$ cat config.mk
export PLATFORM = sky130hd
export DESIGN_NAME = seg_letter_decoder_flat
export DESIGN_NICKNAME = d
export VERILOG_FILES = /design/src/rtl/seg_letter_decoder_if.sv /design/src/rtl/seg_letter_decoder.sv /design/src/flat_wrapper.sv
export SDC_FILE = /design/constraint.sdc
export NUM_CORES = 1
export LEC_CHECK = 0
export ABC_AREA = 1
export BUFFER_PORTS_ARGS = -buffer_cell sky130_fd_sc_hd__buf_2
export CAP_MARGIN = 25
export CORE_ASPECT_RATIO = 1.1
export CORE_MARGIN = 5
export CORE_UTILIZATION = 45
export DETAILED_ROUTE_END_ITERATION = 12
export GPL_TIMING_DRIVEN = 0
export HOLD_SLACK_MARGIN = 0.08
export SYNTH_ARGS = -nofsm -noshare
export SYNTH_HDL_FRONTEND = slang
export SYNTH_SLANG_ARGS = --single-unit
$ cat constraint.sdc
create_clock -name clk -period 2.3 [get_ports clk]
set_input_delay 0.115 -clock clk [delete_from_list [all_inputs] [get_ports clk]]
set_output_delay 0.115 -clock clk [all_outputs]
set_load 0.05 [all_outputs]
$ cat src/rtl/seg_letter_decoder_if.sv
// Button/submit inputs and decoded-letter outputs of seg_letter_decoder.
// master drives the buttons (button logic or bench); slave is the decoder itself.
interface seg_letter_decoder_if;
  logic        btn_next;
  logic        btn_prev;
  logic        btn_toggle;
  logic        btn_clear;
  logic        submit;
  logic [16:0] mask;
  logic [4:0]  cursor;
  logic        cursor_blink;
  logic        busy;
  logic        done;
  logic        match;
  logic [4:0]  letter;

  modport master (
    output btn_next, btn_prev, btn_toggle, btn_clear, submit,
    input  mask, cursor, cursor_blink, busy, done, match, letter
  );

  modport slave (
    input  btn_next, btn_prev, btn_toggle, btn_clear, submit,
    output mask, cursor, cursor_blink, busy, done, match, letter
  );
endinterface

$ cat src/rtl/seg_letter_decoder.sv
// Editable 17-segment mask with a sequential glyph-table scan that recovers the letter code.
// Define SEGDEC_BLINK_EN to build the free-running cursor-blink counter; otherwise cursor_blink is 1.
//
//   state  | meaning
//   S_IDLE | mask editable, waiting for submit
//   S_SCAN | comparing snapshot against glyph entry idx, one entry per cycle
//   S_DONE | result registered, done pulse high
module seg_letter_decoder #(
  parameter int BLINK_BITS = 24
) (
  input  logic                clk,
  input  logic                rst,
  seg_letter_decoder_if.slave bus
);

  typedef enum logic [1:0] {S_IDLE, S_SCAN, S_DONE} state_t;

  state_t      state;
  logic [16:0] mask_q;
  logic [16:0] snap_q;
  logic [4:0]  cursor_q;
  logic [3:0]  idx_q;
  logic        busy_q;
  logic        done_q;
  logic        match_q;
  logic [4:0]  letter_q;
  logic        blink_q;

  function automatic logic [16:0] glyph_mask(input logic [3:0] i);
    case (i)
      4'd0:    glyph_mask = 17'h143E7;
      4'd1:    glyph_mask = 17'h003FF;
      4'd2:    glyph_mask = 17'h00139;
      4'd3:    glyph_mask = 17'h101F9;
      4'd4:    glyph_mask = 17'h10309;
      4'd5:    glyph_mask = 17'h12830;
      4'd6:    glyph_mask = 17'h00138;
      4'd7:    glyph_mask = 17'h10F36;
      4'd8:    glyph_mask = 17'h0033F;
      4'd9:    glyph_mask = 17'h123E3;
      4'd10:   glyph_mask = 17'h103ED;
      4'd11:   glyph_mask = 17'h10301;
      default: glyph_mask = 17'h00000;
    endcase
  endfunction

  function automatic logic [4:0] glyph_code(input logic [3:0] i);
    case (i)
      4'd0:    glyph_code = 5'd0;
      4'd1:    glyph_code = 5'd1;
      4'd2:    glyph_code = 5'd2;
      4'd3:    glyph_code = 5'd4;
      4'd4:    glyph_code = 5'd8;
      4'd5:    glyph_code = 5'd10;
      4'd6:    glyph_code = 5'd11;
      4'd7:    glyph_code = 5'd12;
      4'd8:    glyph_code = 5'd14;
      4'd9:    glyph_code = 5'd17;
      4'd10:   glyph_code = 5'd18;
      4'd11:   glyph_code = 5'd19;
      default: glyph_code = 5'd31;
    endcase
  endfunction

  always_ff @(posedge clk or posedge rst) begin
    if (rst) begin
      state    <= S_IDLE;
      mask_q   <= '0;
      snap_q   <= '0;
      cursor_q <= '0;
      idx_q    <= '0;
      busy_q   <= 1'b0;
      done_q   <= 1'b0;
      match_q  <= 1'b0;
      letter_q <= 5'd31;
    end else begin
      done_q <= 1'b0;
      case (state)
        S_IDLE: begin
          if (bus.submit) begin
            snap_q <= mask_q;
            idx_q  <= '0;
            busy_q <= 1'b1;
            state  <= S_SCAN;
          end
          // one edit per cycle: clear > toggle > next > prev
          if (bus.btn_clear) begin
            mask_q <= '0;
          end else if (bus.btn_toggle) begin
            mask_q <= mask_q ^ (17'd1 << cursor_q);
          end else if (bus.btn_next) begin
            cursor_q <= (cursor_q == 5'd16) ? 5'd0 : cursor_q + 5'd1;
          end else if (bus.btn_prev) begin
            cursor_q <= (cursor_q == 5'd0) ? 5'd16 : cursor_q - 5'd1;
          end
        end
        S_SCAN: begin
          if (snap_q == glyph_mask(idx_q)) begin
            letter_q <= glyph_code(idx_q);
            match_q  <= 1'b1;
            done_q   <= 1'b1;
            state    <= S_DONE;
          end else if (idx_q == 4'd11) begin
            letter_q <= 5'd31;
            match_q  <= 1'b0;
            done_q   <= 1'b1;
            state    <= S_DONE;
          end else begin
            idx_q <= idx_q + 4'd1;
          end
        end
        S_DONE: begin
          busy_q <= 1'b0;
          state  <= S_IDLE;
        end
        default: begin
          busy_q <= 1'b0;
          state  <= S_IDLE;
        end
      endcase
    end
  end

`ifdef SEGDEC_BLINK_EN
  logic [BLINK_BITS-1:0] blink_cnt;

  always_ff @(posedge clk or posedge rst) begin
    if (rst) blink_cnt <= '0;
    else     blink_cnt <= blink_cnt + 1'b1;
  end

  assign blink_q = blink_cnt[BLINK_BITS-1];
`else
  // no counter: highlight is always on; parameter stays valid for either build
  assign blink_q = (BLINK_BITS >= 1);
`endif

  assign bus.mask         = mask_q;
  assign bus.cursor       = cursor_q;
  assign bus.cursor_blink = blink_q;
  assign bus.busy         = busy_q;
  assign bus.done         = done_q;
  assign bus.match        = match_q;
  assign bus.letter       = letter_q;

endmodule
$ cat src/flat_wrapper.sv
// flat-port wrapper written by rule: the top's interface ports become plain ports
module seg_letter_decoder_flat 
#(
  parameter int BLINK_BITS = 24
)
  (clk, rst, bus_btn_next, bus_btn_prev, bus_btn_toggle, bus_btn_clear, bus_submit, bus_mask, bus_cursor, bus_cursor_blink, bus_busy, bus_done, bus_match, bus_letter);
  seg_letter_decoder_if bus_i ();
  input  logic clk;
  input  logic rst;
  input wire logic [$bits(bus_i.btn_next)-1:0] bus_btn_next;
  input wire logic [$bits(bus_i.btn_prev)-1:0] bus_btn_prev;
  input wire logic [$bits(bus_i.btn_toggle)-1:0] bus_btn_toggle;
  input wire logic [$bits(bus_i.btn_clear)-1:0] bus_btn_clear;
  input wire logic [$bits(bus_i.submit)-1:0] bus_submit;
  output wire logic [$bits(bus_i.mask)-1:0] bus_mask;
  output wire logic [$bits(bus_i.cursor)-1:0] bus_cursor;
  output wire logic [$bits(bus_i.cursor_blink)-1:0] bus_cursor_blink;
  output wire logic [$bits(bus_i.busy)-1:0] bus_busy;
  output wire logic [$bits(bus_i.done)-1:0] bus_done;
  output wire logic [$bits(bus_i.match)-1:0] bus_match;
  output wire logic [$bits(bus_i.letter)-1:0] bus_letter;
  assign bus_i.btn_next = bus_btn_next;
  assign bus_i.btn_prev = bus_btn_prev;
  assign bus_i.btn_toggle = bus_btn_toggle;
  assign bus_i.btn_clear = bus_btn_clear;
  assign bus_i.submit = bus_submit;
  assign bus_mask = bus_i.mask;
  assign bus_cursor = bus_i.cursor;
  assign bus_cursor_blink = bus_i.cursor_blink;
  assign bus_busy = bus_i.busy;
  assign bus_done = bus_i.done;
  assign bus_match = bus_i.match;
  assign bus_letter = bus_i.letter;
  seg_letter_decoder #(.BLINK_BITS(BLINK_BITS)) u_core (.clk(clk), .rst(rst), .bus(bus_i));
endmodule
==> impl_metrics.toml, run 1 <==
[worst_setup_path]
path_max_fanout = 8
crit_required_ns = 2.52
endpoint_kind = "flip-flop"
setup.worst_path.class = "reg -> reg"
timing.critical_path.from_type = "flip-flop"
worst_ep_arrival_time_ns = 2.34

[power_and_ir_drop]
leakagePower_nw = 1.87
share_seq_of_total_power_pct = 29.4
power-per-cell-area_nw_per_um2 = 1410
cell_internal_pwr_mw = 2.41
max-vdd-ir-drop_mv = 0.935
power.share.combinational_pct = 59.2
swShare_pct = 53.0
switchingPower_mw = 2.72
power_frac_clock_pct = 11.3

[global_routing]
first_global_vias = 2776
track_usage_pct = 17.2
grt_max_degree = 43
gr-total-overflow = 0
grt_first_pass_wirelength_um = 12900
antenna_found_initial = 0

[drt]
first_pass_iters = 4
detail_route.iter0.violations = 70
ant_nets = 0
post-route-drc-count = 0
drt-vias-per-instance = 5.10
route.vias.total = 2795
avgRoutedWirePerCell_um = 13.5
wl_um = 7410

[place]
place_area_um2 = 3520
detailed_place_hpwl_um = 5770
buffer_ports.inserted = 36
routabilityCongestion = 0.879

[synth]
syn-mean-instance-area_um2 = 7.71
postSynthCellCount = 417
synth_seq_cells = 53
seq_area_frac_synth_pct = 41.5
post_synth_net_total = 439
yosysWarnings = 0
post_synthesis_instance_area_um2 = 3210
ys_types = 37

[clock_network]
cts.root.buffer_cell = "sky130_fd_sc_hd__clkbuf_8"
cts-buffers-inserted = 5
cts.htree.levels = 2
tritoncts = "yes"
numClockSinks = 53
clk-insertion-delay-late_ns = 0.31
clk_path_buf_depth = 2
clk_transition_reported_paths_ns = 0.11

[hold_path]
worst_hold_path_type = "in -> reg"

[finish]
flow.area_growth_from_synthesis_pct = 13.3
antenna_cells = 0
layout.nets = 484
final_layout_size_suffix_gt1_share_pct = 17.9
final.fill_count = 738
fin_area_um2 = 3640

[die]
die_width_um = 90.6
die_height_um = 98.6
die-area_um2 = 8930
num_io_pins = 38
start_util_pct = 45.9
core_area_um2 = 7010
rows = 32

[sta]
timing.final.crit_share_pct = 92.5
rsz0062_at_grt = "false"
hold_violations = 0
period_minus_slack_ns = 2.13
final_max_slew_viol_count = 0
max_slew_headroom_at_the_worst_pin_pct = 59.8
max_freq_ghz = 0.470
clock-skew-final_ns = 0.00732
setup_viol_count_final = 0
final.setup.tns_ns = 0
timing_worst_slew_pin_value_ns = 0.601

[flow_run]
drv_cap = 0

[run_status]
run_status = "finished, final reports clean"
-- final cells by class --
class / instances / area (um2) / share of cell area [%]
Clock buffer: 5 / 68.8 / 1.89
Tap cell: 85 / 106 / 2.92
Sequential cell: 53 / 1340 / 36.7
Multi-Input combinational cell: 288 / 1550 / 42.7
Timing Repair Buffer: 38 / 210 / 5.78
Buffer: 14 / 98.8 / 2.72
Inverter: 62 / 238 / 6.53
Clock inverter: 3 / 28.8 / 0.791
-- layout by cell type (no fill, tap or decap), types with 3 or more instances in the layout --
cell                       instances
sky130_fd_sc_hd__nand2_4           4
sky130_fd_sc_hd__dfstp_2           5
sky130_fd_sc_hd__clkbuf_1          8
sky130_fd_sc_hd__a31oi_1          11
sky130_fd_sc_hd__nand3_2           3
sky130_fd_sc_hd__o21ai_0          29
sky130_fd_sc_hd__inv_6             3
sky130_fd_sc_hd__nor2_1           22
sky130_fd_sc_hd__nand3b_1          5
sky130_fd_sc_hd__ha_1             13
sky130_fd_sc_hd__xor2_1            4
sky130_fd_sc_hd__nor3_1           32
sky130_fd_sc_hd__nand2_1          98
sky130_fd_sc_hd__dfrtp_1          46
sky130_fd_sc_hd__nor2_2            3
sky130_fd_sc_hd__nand4_1           7
sky130_fd_sc_hd__nand3_1          18
sky130_fd_sc_hd__buf_6             3
sky130_fd_sc_hd__clkbuf_8          5
sky130_fd_sc_hd__buf_2            36
sky130_fd_sc_hd__inv_1            59
sky130_fd_sc_hd__a21oi_1          13
sky130_fd_sc_hd__nand2_2           7
-- metrics by stage --
stage	worst slack, ns	power [mW]	hold slack (ns)	instances	utilization (%)
final	0.173	5.13	0.159	548	51.9
after global routing	0.0123	5.62	0.159	548	51.9
after CTS	0.00134	5.17	0.148	548	51.8
after detailed placement	0.00589	4.56	0.0645	539	50.2
after global placement	0.0549	4.52	0.448	538	49.9
after floorplan	0.398	3.86	0.288	417	-
-- critical path, stage by stage, from the launching register on --
cell and delay, ns:
sky130_fd_sc_hd__dfrtp_2 0.47, sky130_fd_sc_hd__inv_1 0.18, sky130_fd_sc_hd__ha_2 0.29, sky130_fd_sc_hd__nand2_1 0.15
sky130_fd_sc_hd__nand2_1 0.09, sky130_fd_sc_hd__nand2_1 0.05, sky130_fd_sc_hd__nand2_1 0.07, sky130_fd_sc_hd__nand2_1 0.05
sky130_fd_sc_hd__nor2_1 0.08, sky130_fd_sc_hd__nand2_1 0.09, sky130_fd_sc_hd__nor2_4 0.13, sky130_fd_sc_hd__nand2_4 0.09
sky130_fd_sc_hd__nand2_4 0.07, sky130_fd_sc_hd__nand2_4 0.08, sky130_fd_sc_hd__nand2_1 0.09, sky130_fd_sc_hd__nand2_1 0.04
-- flip-flops by register name, indices dropped and copies added, names as in the netlist, 2 cells and up --
register,cells
u_core.bus.mask,17
u_core.snap_q,17
u_core.bus.cursor,5
u_core.bus.letter,5
u_core.idx_q,4
u_core.state,2
-- per-layer routing --
layer / track usage [%] / vias up / part of all wire (%)
met3: 2.82 / 12 / 3.1
met5: 0 / - / 0
met4: 5.73 / 0 / 1.9
met2: 29.4 / 55 / 49
met1: 22.0 / 1286 / 46
li1: - / 1442 / -
-- synth_stat cells, drive strengths merged --
library cell	instances	share of area, %
nand2	109	14
inv	62	7.4
dfrtp	48	37
nor3	32	5.0
o21ai	31	4.8
nor2	27	3.9
nand3	21	3.6
ha	15	5.8
a21oi	13	2.0
a31oi	11	2.1
clkbuf	8	0.93
nand4	7	1.4
buf	6	2.1
dfstp	5	4.1
nand3b	5	1.2
xor2	4	1.1
a22o	2	0.55
o22ai	2	0.39
or2	2	0.39
a32oi	1	0.27
conb	1	0.12
nor4	1	0.19
o211a	1	0.31
o211ai	1	0.23
o21bai	1	0.23
o32ai	1	0.27
-- worst paths after layout --
| kind | slack [ns] | startpoint | depth (start not counted) | to |
|---|---|---|---|---|
| min in group asynchronous | 0.26 | rst | 3 | u_core.bus.match$_DFFE_PP0P_ |
| worst min register to register | 0.46 | u_core.bus.letter[2]$_DFFE_PP1P_ | 2 | u_core.bus.letter[2]$_DFFE_PP1P_ |
| worst max register to register | 0.17 | u_core.idx_q[0]$_DFFE_PP0P_ | 15 | u_core.bus.match$_DFFE_PP0P_ |
| max in group asynchronous | 1.53 | rst | 4 | u_core.idx_q[0]$_DFFE_PP0P_ |
| worst min-delay path | 0.16 | bus_btn_next | 3 | u_core.bus.cursor[1]$_DFFE_PP0P_ |
| worst max-delay path | 0.17 | u_core.idx_q[0]$_DFFE_PP0P_ | 15 | u_core.bus.match$_DFFE_PP0P_ |
-- logic make-up (layout without fill, tap and decap cells) --
| logic type | count (synthesis) | after routing | share of synthesized area, % |
|---|---|---|---|
| AOI/OAI and AO/OA | 64 | 64 | 11.3 |
| adders and majority gates | 15 | 15 | 5.84 |
| DFF | 53 | 53 | 41.5 |
| other | 1 | 1 | 0.117 |
| buffers and inverters | 76 | 122 | 10.5 |
| and+or+nand+nor | 204 | 204 | 29.8 |
| xor gates and xnor gates | 4 | 4 | 1.09 |
-- repair_timing --
item                       in CTS  in global routing
setup endpoints to repair       0                 13
hold buffers                    1                  0
resized for setup               0                  6
buffers inserted                0                  0
hold endpoints to repair       53                  0
-- power by group through the flow --
| stage | Clock, mW | Sequential [mW] | Combinational (mW) |
|---|---|---|---|
| after CTS | 0.609 | 1.51 | 3.05 |
| final | 0.582 | 1.51 | 3.04 |
| after global routing | 0.654 | 1.56 | 3.40 |
| after global placement | 0 | 1.52 | 3.00 |
| after floorplan | 0 | 2.04 | 1.83 |
| after detailed placement | 0 | 1.53 | 3.04 |
(Power assumes the default switching activity.)
==> run 2, diff against run 1 <==
- RECOVER_POWER: default -> 100
- REMOVE_ABC_BUFFERS: default -> 1
==> run 2 against run 1 <==
Total power down 1.3%; wire length down 2.1%; via count down 1.6%; sequential share of layout area up 1.2 points; setup slack better by 0.0048 ns.
==> impl_metrics.toml, run 2 (same netlist as run 1, synthesis figures left out) <==
[drt]
first_pass_iters = 5
drt-vias-per-instance = 5.13
detail_route.iter0.violations = 137
wl_um = 7260
route.vias.total = 2751
post-route-drc-count = 0
ant_nets = 0
avgRoutedWirePerCell_um = 13.5

[place]
place_area_um2 = 3430
buffer_ports.inserted = 36
dpl_worst_slack_ns = 0.0600
post-place-cells = 526
routabilityCongestion = 0.857
detailed_place_hpwl_um = 5440

[clock_network]
cts.root.buffer_cell = "sky130_fd_sc_hd__clkbuf_8"
clk-insertion-delay-late_ns = 0.31
clk_path_buf_depth = 2
clk_transition_reported_paths_ns = 0.10
cts.htree.levels = 2
cts-buffers-inserted = 5
tritoncts = "yes"
numClockSinks = 53

[worst_setup_path]
worst_ep_arrival_time_ns = 2.33
timing.critical_path.from_type = "flip-flop"
endpoint_kind = "flip-flop"
crit_required_ns = 2.51
path_max_fanout = 8
setup.worst_path.class = "reg -> reg"

[sta]
max_freq_ghz = 0.471
rsz0062_at_grt = "false"
timing.final.crit_share_pct = 92.3
final_max_slew_viol_count = 0
clock-skew-final_ns = 0.00843
setup_ws_ns = 0.178
setup_viol_count_final = 0
hold_violations = 0
final.hold.worst_slack_ns = 0.147
period_minus_slack_ns = 2.12
final.setup.tns_ns = 0
max_slew_headroom_at_the_worst_pin_pct = 32.3
timing_worst_slew_pin_value_ns = 1.02

[power_and_ir_drop]
report.power.total_mw = 5.06
power-per-cell-area_nw_per_um2 = 1430
leakagePower_nw = 1.74
max-vdd-ir-drop_mv = 0.734

[finish]
highest_count_cells_in_the_layout_ignoring_fill_and_taps = "sky130_fd_sc_hd__nand2_1 (98), sky130_fd_sc_hd__inv_1 (59), sky130_fd_sc_hd__dfrtp_1 (44)"
fin_area_um2 = 3530
layout.nets = 472
mostFrequentLayoutCell = "sky130_fd_sc_hd__nand2_1"
antenna_cells = 0
cell_count_final_fillers_out = 536
final_core_utilization_pct = 50.4
flow.area_growth_from_synthesis_pct = 9.93
final_layout_size_suffix_gt1_share_pct = 11.5

[die]
die_width_um = 90.6
die-area_um2 = 8930
core_area_um2 = 7010
num_io_pins = 38
rows = 32
start_util_pct = 45.9
die_height_um = 98.6

[global_routing]
grt_first_pass_wirelength_um = 12300
grt_max_degree = 42
first_global_vias = 2547
antenna_found_initial = 0
gr-total-overflow = 0
track_usage_pct = 16.6

[run_status]
run_status = "finished, final reports clean"

[hold_path]
worst_hold_path_type = "in -> reg"

[flow_run]
drv_cap = 0
[run 2: cell count changes in the layout (fill, tap and decap cells not counted), sizes merged]
cell and change:
buf -35, clkbuf +23, inv -2, bufinv +1
clkinvlp +1
[run 2: worst max-delay path: stages (launching register included)]
cell and delay [ns]:
sky130_fd_sc_hd__dfrtp_2 0.47, sky130_fd_sc_hd__ha_1 0.28, sky130_fd_sc_hd__ha_1 0.27, sky130_fd_sc_hd__nand3_1 0.10, sky130_fd_sc_hd__nand2_1 0.05, sky130_fd_sc_hd__nor2_1 0.14
sky130_fd_sc_hd__nand2_1 0.06, sky130_fd_sc_hd__nor2_1 0.08, sky130_fd_sc_hd__nand2_1 0.08, sky130_fd_sc_hd__nor2_4 0.13, sky130_fd_sc_hd__nand2_4 0.09, sky130_fd_sc_hd__nand2_4 0.07
sky130_fd_sc_hd__nand2_4 0.07, sky130_fd_sc_hd__nand2_1 0.08, sky130_fd_sc_hd__nand2_1 0.04
[run 2: cell type report]
cell class                 count  area (um2)
fill                         709        3470
multi-input combinational    288        1560
sequential                    53        1340
inverter                      62         241
timing repair buffer          40         171
tap                           85         106
clock buffer                   5        68.8
clock inverter                 3        47.5
[run 2: power by group]
group	switching, mW	internal (mW)
Combinational	1.99	0.801
Clock	0.331	0.333
Sequential	0.367	1.24
[run 2: final timing paths]
path	end	depth (start not counted)	slack [ns]	startpoint
setup / recovery	u_core.bus.match$_DFFE_PP0P_	14	0.18	u_core.idx_q[0]$_DFFE_PP0P_
hold / removal	u_core.state[0]$_DFFE_PP0P_	3	0.15	bus_submit
setup reg to reg	u_core.bus.match$_DFFE_PP0P_	14	0.18	u_core.idx_q[0]$_DFFE_PP0P_
hold reg to reg	u_core.bus.letter[2]$_DFFE_PP1P_	2	0.47	u_core.bus.letter[2]$_DFFE_PP1P_
max in group asynchronous	u_core.bus.cursor[2]$_DFFE_PP0P_	4	0.54	rst
min in group asynchronous	u_core.bus.match$_DFFE_PP0P_	3	0.35	rst
[run 2: per-layer routing]
metal / vias to the layer above / share of wire, % / global-route usage [%]
li1: 1416 / - / -
met1: 1270 / 44 / 21.7
met2: 59 / 51 / 28.3
met3: 6 / 3.7 / 2.60
met4: 0 / 1.1 / 5.04
met5: - / 0 / 0
[run 2: repair_timing]
item / CTS / global route
hold endpoints to repair: 53 / 0
resized for setup: 0 / 9
hold buffers: 1 / 0
setup endpoints to repair: 0 / 16
setup buffers: 0 / 0
